===== src/rtl/counter_sched_pkg.sv =====
// Shared definitions for the counter scheduler: state encoding, default sizing
// and the channel-index width helper.
package counter_sched_pkg;

  localparam logic [1:0] ST_IDLE  = 2'd0;
  localparam logic [1:0] ST_CLEAR = 2'd1;
  localparam logic [1:0] ST_RUN   = 2'd2;
  localparam logic [1:0] ST_DONE  = 2'd3;

  typedef enum logic [1:0] {
    S_IDLE  = ST_IDLE,
    S_CLEAR = ST_CLEAR,
    S_RUN   = ST_RUN,
    S_DONE  = ST_DONE
  } state_e;

  localparam int DEF_WIDTH  = 4;
  localparam int DEF_NUM_CH = 2;

  // A single channel still needs a one-bit index port.
  function automatic int ch_idx_w(input int n);
    return (n > 1) ? $clog2(n) : 1;
  endfunction

endpackage


===== src/rtl/sched_count_unit.sv =====
// One channel of the scheduler: a WIDTH-bit up-counter with clear priority
// over increment.
module sched_count_unit #(
  parameter int WIDTH = 4
) (
  input  logic             clock,
  input  logic             reset,
  input  logic             clear,
  input  logic             inc,
  output logic [WIDTH-1:0] count
);

  logic [WIDTH-1:0] count_q;
  logic [WIDTH-1:0] count_d;

  always_comb begin
    count_d = count_q;
    if (clear) begin
      count_d = '0;
    end else if (inc) begin
      count_d = count_q + WIDTH'(1);
    end
  end

  always_ff @(posedge clock) begin
    if (reset) begin
      count_q <= '0;
    end else begin
      count_q <= count_d;
    end
  end

  assign count = count_q;

endmodule


===== src/rtl/counter_scheduler.sv =====
// Sequencing controller: clears a bank of counters, then runs each one in turn
// from 0 up to its latched limit, lowest channel first, and pulses done.
module counter_scheduler
  import counter_sched_pkg::*;
#(
  parameter int WIDTH  = DEF_WIDTH,
  parameter int NUM_CH = DEF_NUM_CH
) (
  input  logic                        clock,
  input  logic                        reset,
  input  logic                        start,
  input  logic                        pause,
  input  logic [NUM_CH*WIDTH-1:0]     limit,
  output logic [NUM_CH-1:0]           enable,
  output logic [NUM_CH*WIDTH-1:0]     counter_out,
  output logic [ch_idx_w(NUM_CH)-1:0] active_ch,
  output logic                        busy,
  output logic                        done
);

  localparam int CH_W = ch_idx_w(NUM_CH);

  state_e                    state_q, state_d;
  logic [CH_W-1:0]           act_q, act_d;
  logic [NUM_CH*WIDTH-1:0]   lim_q, lim_d;
  logic [WIDTH-1:0]          cnt [NUM_CH];
  logic [WIDTH-1:0]          cur_cnt;
  logic [WIDTH-1:0]          cur_lim;
  logic                      clr;

  assign clr = (state_q == S_CLEAR);

  for (genvar g = 0; g < NUM_CH; g++) begin : g_ch
    sched_count_unit #(.WIDTH(WIDTH)) u_cnt (
      .clock (clock),
      .reset (reset),
      .clear (clr),
      .inc   (enable[g]),
      .count (cnt[g])
    );
    assign counter_out[g*WIDTH +: WIDTH] = cnt[g];
  end

  // Select the count and latched limit of the channel that owns the sequence.
  always_comb begin
    cur_cnt = '0;
    cur_lim = '0;
    for (int c = 0; c < NUM_CH; c++) begin
      if (act_q == CH_W'(c)) begin
        cur_cnt = cnt[c];
        cur_lim = lim_q[c*WIDTH +: WIDTH];
      end
    end
  end

  always_comb begin
    state_d = state_q;
    act_d   = act_q;
    lim_d   = lim_q;
    enable  = '0;
    busy    = 1'b0;
    done    = 1'b0;
    case (state_q)
      S_IDLE: begin
        act_d = '0;
        if (start) begin
          lim_d   = limit;
          state_d = S_CLEAR;
        end
      end
      S_CLEAR: begin
        busy    = 1'b1;
        state_d = S_RUN;
      end
      S_RUN: begin
        busy = 1'b1;
        if (!pause) begin
          if (cur_cnt != cur_lim) begin
            enable = NUM_CH'(1) << act_q;
          end else if (act_q == CH_W'(NUM_CH - 1)) begin
            state_d = S_DONE;
          end else begin
            act_d = act_q + CH_W'(1);
          end
        end
      end
      S_DONE: begin
        done    = 1'b1;
        act_d   = '0;
        state_d = S_IDLE;
      end
      default: state_d = S_IDLE;
    endcase
  end

  always_ff @(posedge clock) begin
    if (reset) begin
      state_q <= S_IDLE;
      act_q   <= '0;
      lim_q   <= '0;
    end else begin
      state_q <= state_d;
      act_q   <= act_d;
      lim_q   <= lim_d;
    end
  end

  assign active_ch = act_q;

endmodule

===== config.mk =====
export PLATFORM = sky130hd
export DESIGN_NAME = counter_scheduler
export DESIGN_NICKNAME = d
export VERILOG_FILES = /design/src/rtl/counter_sched_pkg.sv /design/src/rtl/sched_count_unit.sv /design/src/rtl/counter_scheduler.sv
export SDC_FILE = /design/constraint.sdc
export NUM_CORES = 1
export LEC_CHECK = 0
export ABC_AREA = 1
export BUFFER_PORTS_ARGS = -buffer_cell sky130_fd_sc_hd__buf_2
export CAP_MARGIN = 15
export CORE_MARGIN = 10
export CORE_UTILIZATION = 51
export CTS_CLUSTER_DIAMETER = 60
export DETAILED_ROUTE_END_ITERATION = 6
export PLACE_DENSITY = 0.83
export SETUP_SLACK_MARGIN = 0.3
export SYNTH_ARGS = -nofsm -noshare
export SYNTH_HDL_FRONTEND = slang
export SYNTH_HIERARCHICAL = 1
export SYNTH_SLANG_ARGS = --single-unit

===== constraint.sdc =====
create_clock -name clock -period 2.3 [get_ports clock]
set_input_delay 0.46 -clock clock [delete_from_list [all_inputs] [get_ports clock]]
set_output_delay 0.46 -clock clock [all_outputs]
set_load 0.005 [all_outputs]

Word level (Yosys, flattened, before mapping) --
Index checks and enable logic that the tools add are counted.
Storage, ports and cells: word-level logic and storage cells 41, bits in registers 19
Operators by class: shifts and indexed selects 1, muxes and demuxes 16, $add $sub $neg 3, eq/ne operators 8, reduce and logical (&&, ||, !) cells 8
Operator list (count):
- two-way mux 2 bit | 7
- adder 4 x 1 -> 4 bit (second input constant) | 2
- two-way mux 4 bit | 2
- inequality test 2 bit (second input constant) | 4
- case mux 2 bit (4 select lines) | 1
- OR reduction 2 bit | 3
- two-way mux 1 bit | 5
- equality test 2 bit (second input constant) | 2
- inequality test 4 bit | 1
- AND reduction 4 bit | 1
- AND reduction 3 bit | 1
- equality test 2 x 1 -> 1 bit (second input constant) | 1
- logical NOT 2 bit | 1
- case mux 1 bit (2 select lines) | 1
- AND reduction 2 bit | 1
- nonzero test 2 bit | 1
- << shifter 1 x 1 -> 2 bit (first input constant) | 1
- adder 1 bit (second input constant) | 1

Depth between registers and ports, before layout --
word-level depth 5, depth in mapped cells 12, depth with buffers taken out 12

Modules after synthesis --
Netlist, hierarchy kept.
By module, submodules not included:
- counter_scheduler | seq. area each 220.2 µm², times used 1, area an instance 646.9 µm², cells each 98
- sched_count_unit | seq. area each 80.1 µm², times used 2, area an instance 168.9 µm², cells each 22

Worst setup path after synthesis --
OpenSTA, ideal clock, no wires.
path kind reg-to-reg, start point reg state_q[0], end point reg g_ch[0].u_cnt.count_q[3], setup time 0.113 ns, arrival time 1.842 ns, period minus slack after synthesis 1.955 ns, cell stages (with the launch flop) 10, slack 0.345 ns, path through dfxtp_1 > inv_1 > ha_1 > inv_1 > nor4_1 > nand2_2 > nor2_2 > nand2_1 > nand2_1 > nor2_1
Between the ends: cells in the longest elaborated chain, start to end 2
Ends and longest elaborated chain:
- from (decl) | line counter_scheduler.sv:23 | state_e state_q, state_d;
- from (signal assigned) | line counter_scheduler.sv:102 | state_q <= state_d;
- equality test 2 bit | line counter_scheduler.sv:63 | case (state_q)
- two-way mux 2 bit | line counter_scheduler.sv:63
- via enable[0] | line counter_scheduler.sv:14 | output logic [NUM_CH-1:0] enable,
- to (signal assigned) | line sched_count_unit.sv:29 | count_q <= count_d;
- to (decl) | line sched_count_unit.sv:13 | logic [WIDTH-1:0] count_q;
The timed path passes the listed nets, and every way through them passes these cells. A chain may end at the register's enable or synchronous reset.

Worst setup path after layout --
start point reg act_q (netlist: active_ch), end point out enable[1]
Between the ends: cells in the longest elaborated chain, start to end 5
Ends and longest elaborated chain:
- from (decl) | line counter_scheduler.sv:24 | logic [CH_W-1:0] act_q, act_d;
- from (signal assigned) | line counter_scheduler.sv:103 | act_q <= act_d;
- two-way mux 4 bit | line counter_scheduler.sv:49 | if (act_q == CH_W'(c)) begin
- inequality test 4 bit | line counter_scheduler.sv:78 | if (cur_cnt != cur_lim) begin
- two-way mux 2 bit * | line counter_scheduler.sv:78
- two-way mux 2 bit * | line counter_scheduler.sv:77 | if (!pause) begin
- two-way mux 2 bit * | line counter_scheduler.sv:63
- to (decl) | line counter_scheduler.sv:14
Mark *: on every way between the ends. The rest lies on a longest branch, timed or not.

==> metrics <==
Setup CP Type reg -> out; worst skew pair latency about 0.30 ns; worst path required time 1.84 ns; peak supply drop around 0.00054 V; main flop type after synthesis dfxtp_1; final hold violations 0; placer congestion estimate roughly 0.77; Reg clk slew, reported paths between 0.1 and 0.15 ns; Worst-Margin Slew 0.331 ns; CP endpoint kind output pin; critical-path cell list o21bai_1, nor2_1, nand3_2, nand3_4, nor3b_4, buf_2; # rows 15; Max stage delay cell, worst path dfxtp_2; Leak about 0.6 nW; area share of the largest cell type after synthesis 0.386; Synth-to-Final Area Change 28.2%; CP Max Fanout 7; Cell Area, Synth between 900 and 1000 um2; max-slew violation count 0; DRT iter0 DRCs between 40 and 50; min-delay src limit[4]; CTS sink count 19; status finished, final reports clean; area leader, netlist dfxtp_1; die area roughly 4000 um2; vias in the first global route 950; DP HPWL between 1500 and 2000 um; Yosys cell types 18; DRC Markers 0; Core ar. between 1500 and 2000 um2; crit path DAT between 1 and 1.5 ns; Final ANT Viol Nets 0; Syn Area/Cell just under 7 um2; Tmin final between 1.5 and 2 ns; layout cells sized above 1 0.316; Max Cap Violations 0; CP startpoint kind register; Pwr per Cell Area about 910 nW/um2; vias per cell a little over 5; routed vias between 1000 and 1500; synth warn 6; top-count cell post-synth nor2_1; sum of negative setup slack 0 ns; Final Net Count roughly 190; fin util 0.708; CTS tree built; cts bufs inserted 3; Slew Limit Headroom 0.778; R2R setup slack between 0.6 and 0.7 ns; sequential share of the synthesized area 0.386; RSZ-0062 raised after global routing yes; Inserted Diodes 0; post-synthesis cell count 142; WL per Instance around 12 um; Initial Utilization 0.552; clk root buf clkbuf_4; H-Tree Depth 1; worst r2r dst g_ch[0].u_cnt/count[3]$_SDFFE_PP0P_; final setup violation count 0; global-route wire length before repair about 4000 um; asr flop ratio synth 0; Syn Nets 160; die width 63.9 um; Port Buf Inserts 24; Hold Path End lim_q[4]$_SDFFE_PP0P_; top cells by area, synth dfxtp_1 39%, nor2_1 11%, nand2_1 9.9%; Register-to-Register Path Depth 11; Final period util 0.842; gr usage total 0.115; fmax around 520 MHz; hold depth 3; crit-path max cell delay approximately 0.42 ns; register bit total from synthesis 19; Tot Pwr between 1 and 1.5 mW; Post-synth EDFFs 0; IO Count 25; final wirelength between 2000 and 2500 um; Hold/Removal Path Class in -> reg; R2R Path Start state_q[0]$_SDFFE_PP0P_; cts hold-fix bufs 0; GR Overflow Total 0; Die Y-Extent between 60 and 70 um; largest net degree at the start of global routing 13; Commonest cells post-synth 28 x nor2_1, 26 x nand2_1, 19 x dfxtp_1; CTS max path bufs 2; initial antenna violation count 0; drt first pass iters 4; Clock Skews between 0.007 and 0.008 ns
## power breakdown
| group | switching, mW | internal (mW) | total (mW) | leakage [nW] |
|---|---|---|---|---|
| clock network | 0.112 | 0.0661 | 0.178 | 0.0139 |
| logic | 0.295 | 0.219 | 0.514 | 0.425 |
| registers | 0.0646 | 0.397 | 0.462 | 0.160 |
| total | 0.472 | 0.683 | 1.15 | 0.599 |
## cells by family (layout without fill, tap and decap cells)
logic type                 count (synthesis)  count (layout)  synth area share
AOI/OAI and AO/OA                         29              29             0.156
xor gates and xnor gates                   2               2            0.0178
buffers and inverters                     19              51            0.0724
adders and majority gates                  6               6            0.0762
DFF                                       19              19             0.386
and+or+nand+nor                           67              67             0.291
## critical path: cells and delay by family, from the launching register on
| kind | cells | cell delay (ns) |
|---|---|---|
| compound gates | 1 | 0.14 |
| simple gates | 4 | 0.48 |
| flops | 1 | 0.42 |
| buf+inv | 1 | 0.14 |
## per-stage QoR
stage          cell area, um2  hold WS [ns]  setup slack, ns  cells
2_1_floorplan             985         0.443            0.345    142
3_3_place_gp             1140         0.460            0.539    191
3_5_place_dp             1140         0.474            0.468    191
4_1_cts                  1190         0.403            0.268    195
5_1_grt                  1260         0.420            0.230    199
6_report                 1260         0.397            0.363    199
## state kept, by name (all words and copies together) (netlist names)
signal / count
g_ch.u_cnt/count: 8
state_q: 2
active_ch: 1
lim_q: 8
## cell type report
cell class / instances / area (um2)
clock buffers: 3 / 22.5
clock inverters: 1 / 7.51
fillers: 150 / 520
inverters: 17 / 63.8
multi-input cells: 104 / 582
flip-flops and latches: 19 / 390
well taps: 25 / 31.3
repair buffers: 30 / 165
## per-layer routing
metal / global-route usage / vias up / part of all wire
met4: 0.0328 / 0 / 0.027
met5: 0 / - / 0
met1: 0.122 / 456 / 0.41
met2: 0.213 / 26 / 0.51
li1: - / 515 / -
met3: 0.0331 / 8 / 0.052
## cells in the final DEF, fill, tap and decap left out, drive strengths merged
cell,n
a21oi,13
buf,30
clkbuf,3
clkinvlp,1
dfxtp,19
ha,6
inv,17
nand2,28
nand3,7
nor2,30
nor3b,1
nor4,1
o21a,1
o21ai,14
o21bai,1
xnor2,2
## how the worst max path moves through the flow
stage               slack, ns  cells after the start                                   to                           startpoint
floorplan                0.35                      9  g_ch[0].u_cnt/count[3]$_SDFFE_PP0P_              state_q[0]$_SDFFE_PP0P_
global placement         0.54                      5                            enable[0]              state_q[0]$_SDFFE_PP0P_
detailed placement       0.47                     10  g_ch[0].u_cnt/count[3]$_SDFFE_PP0P_              state_q[0]$_SDFFE_PP0P_
CTS                      0.27                      5                            enable[0]              state_q[0]$_SDFFE_PP0P_
global route             0.23                      7                            enable[1]  g_ch[0].u_cnt/count[3]$_SDFFE_PP0P_
finish                   0.36                      6                            enable[1]               active_ch$_SDFFE_PP0P_
## what timing repair did
action	4_1_cts	5_1_grt
setup buffers	0	4
resized for setup	5	13
pin swaps	0	4
setup endpoints to repair	2	2
hold endpoints to repair	0	0
(Power assumes the default switching activity.)
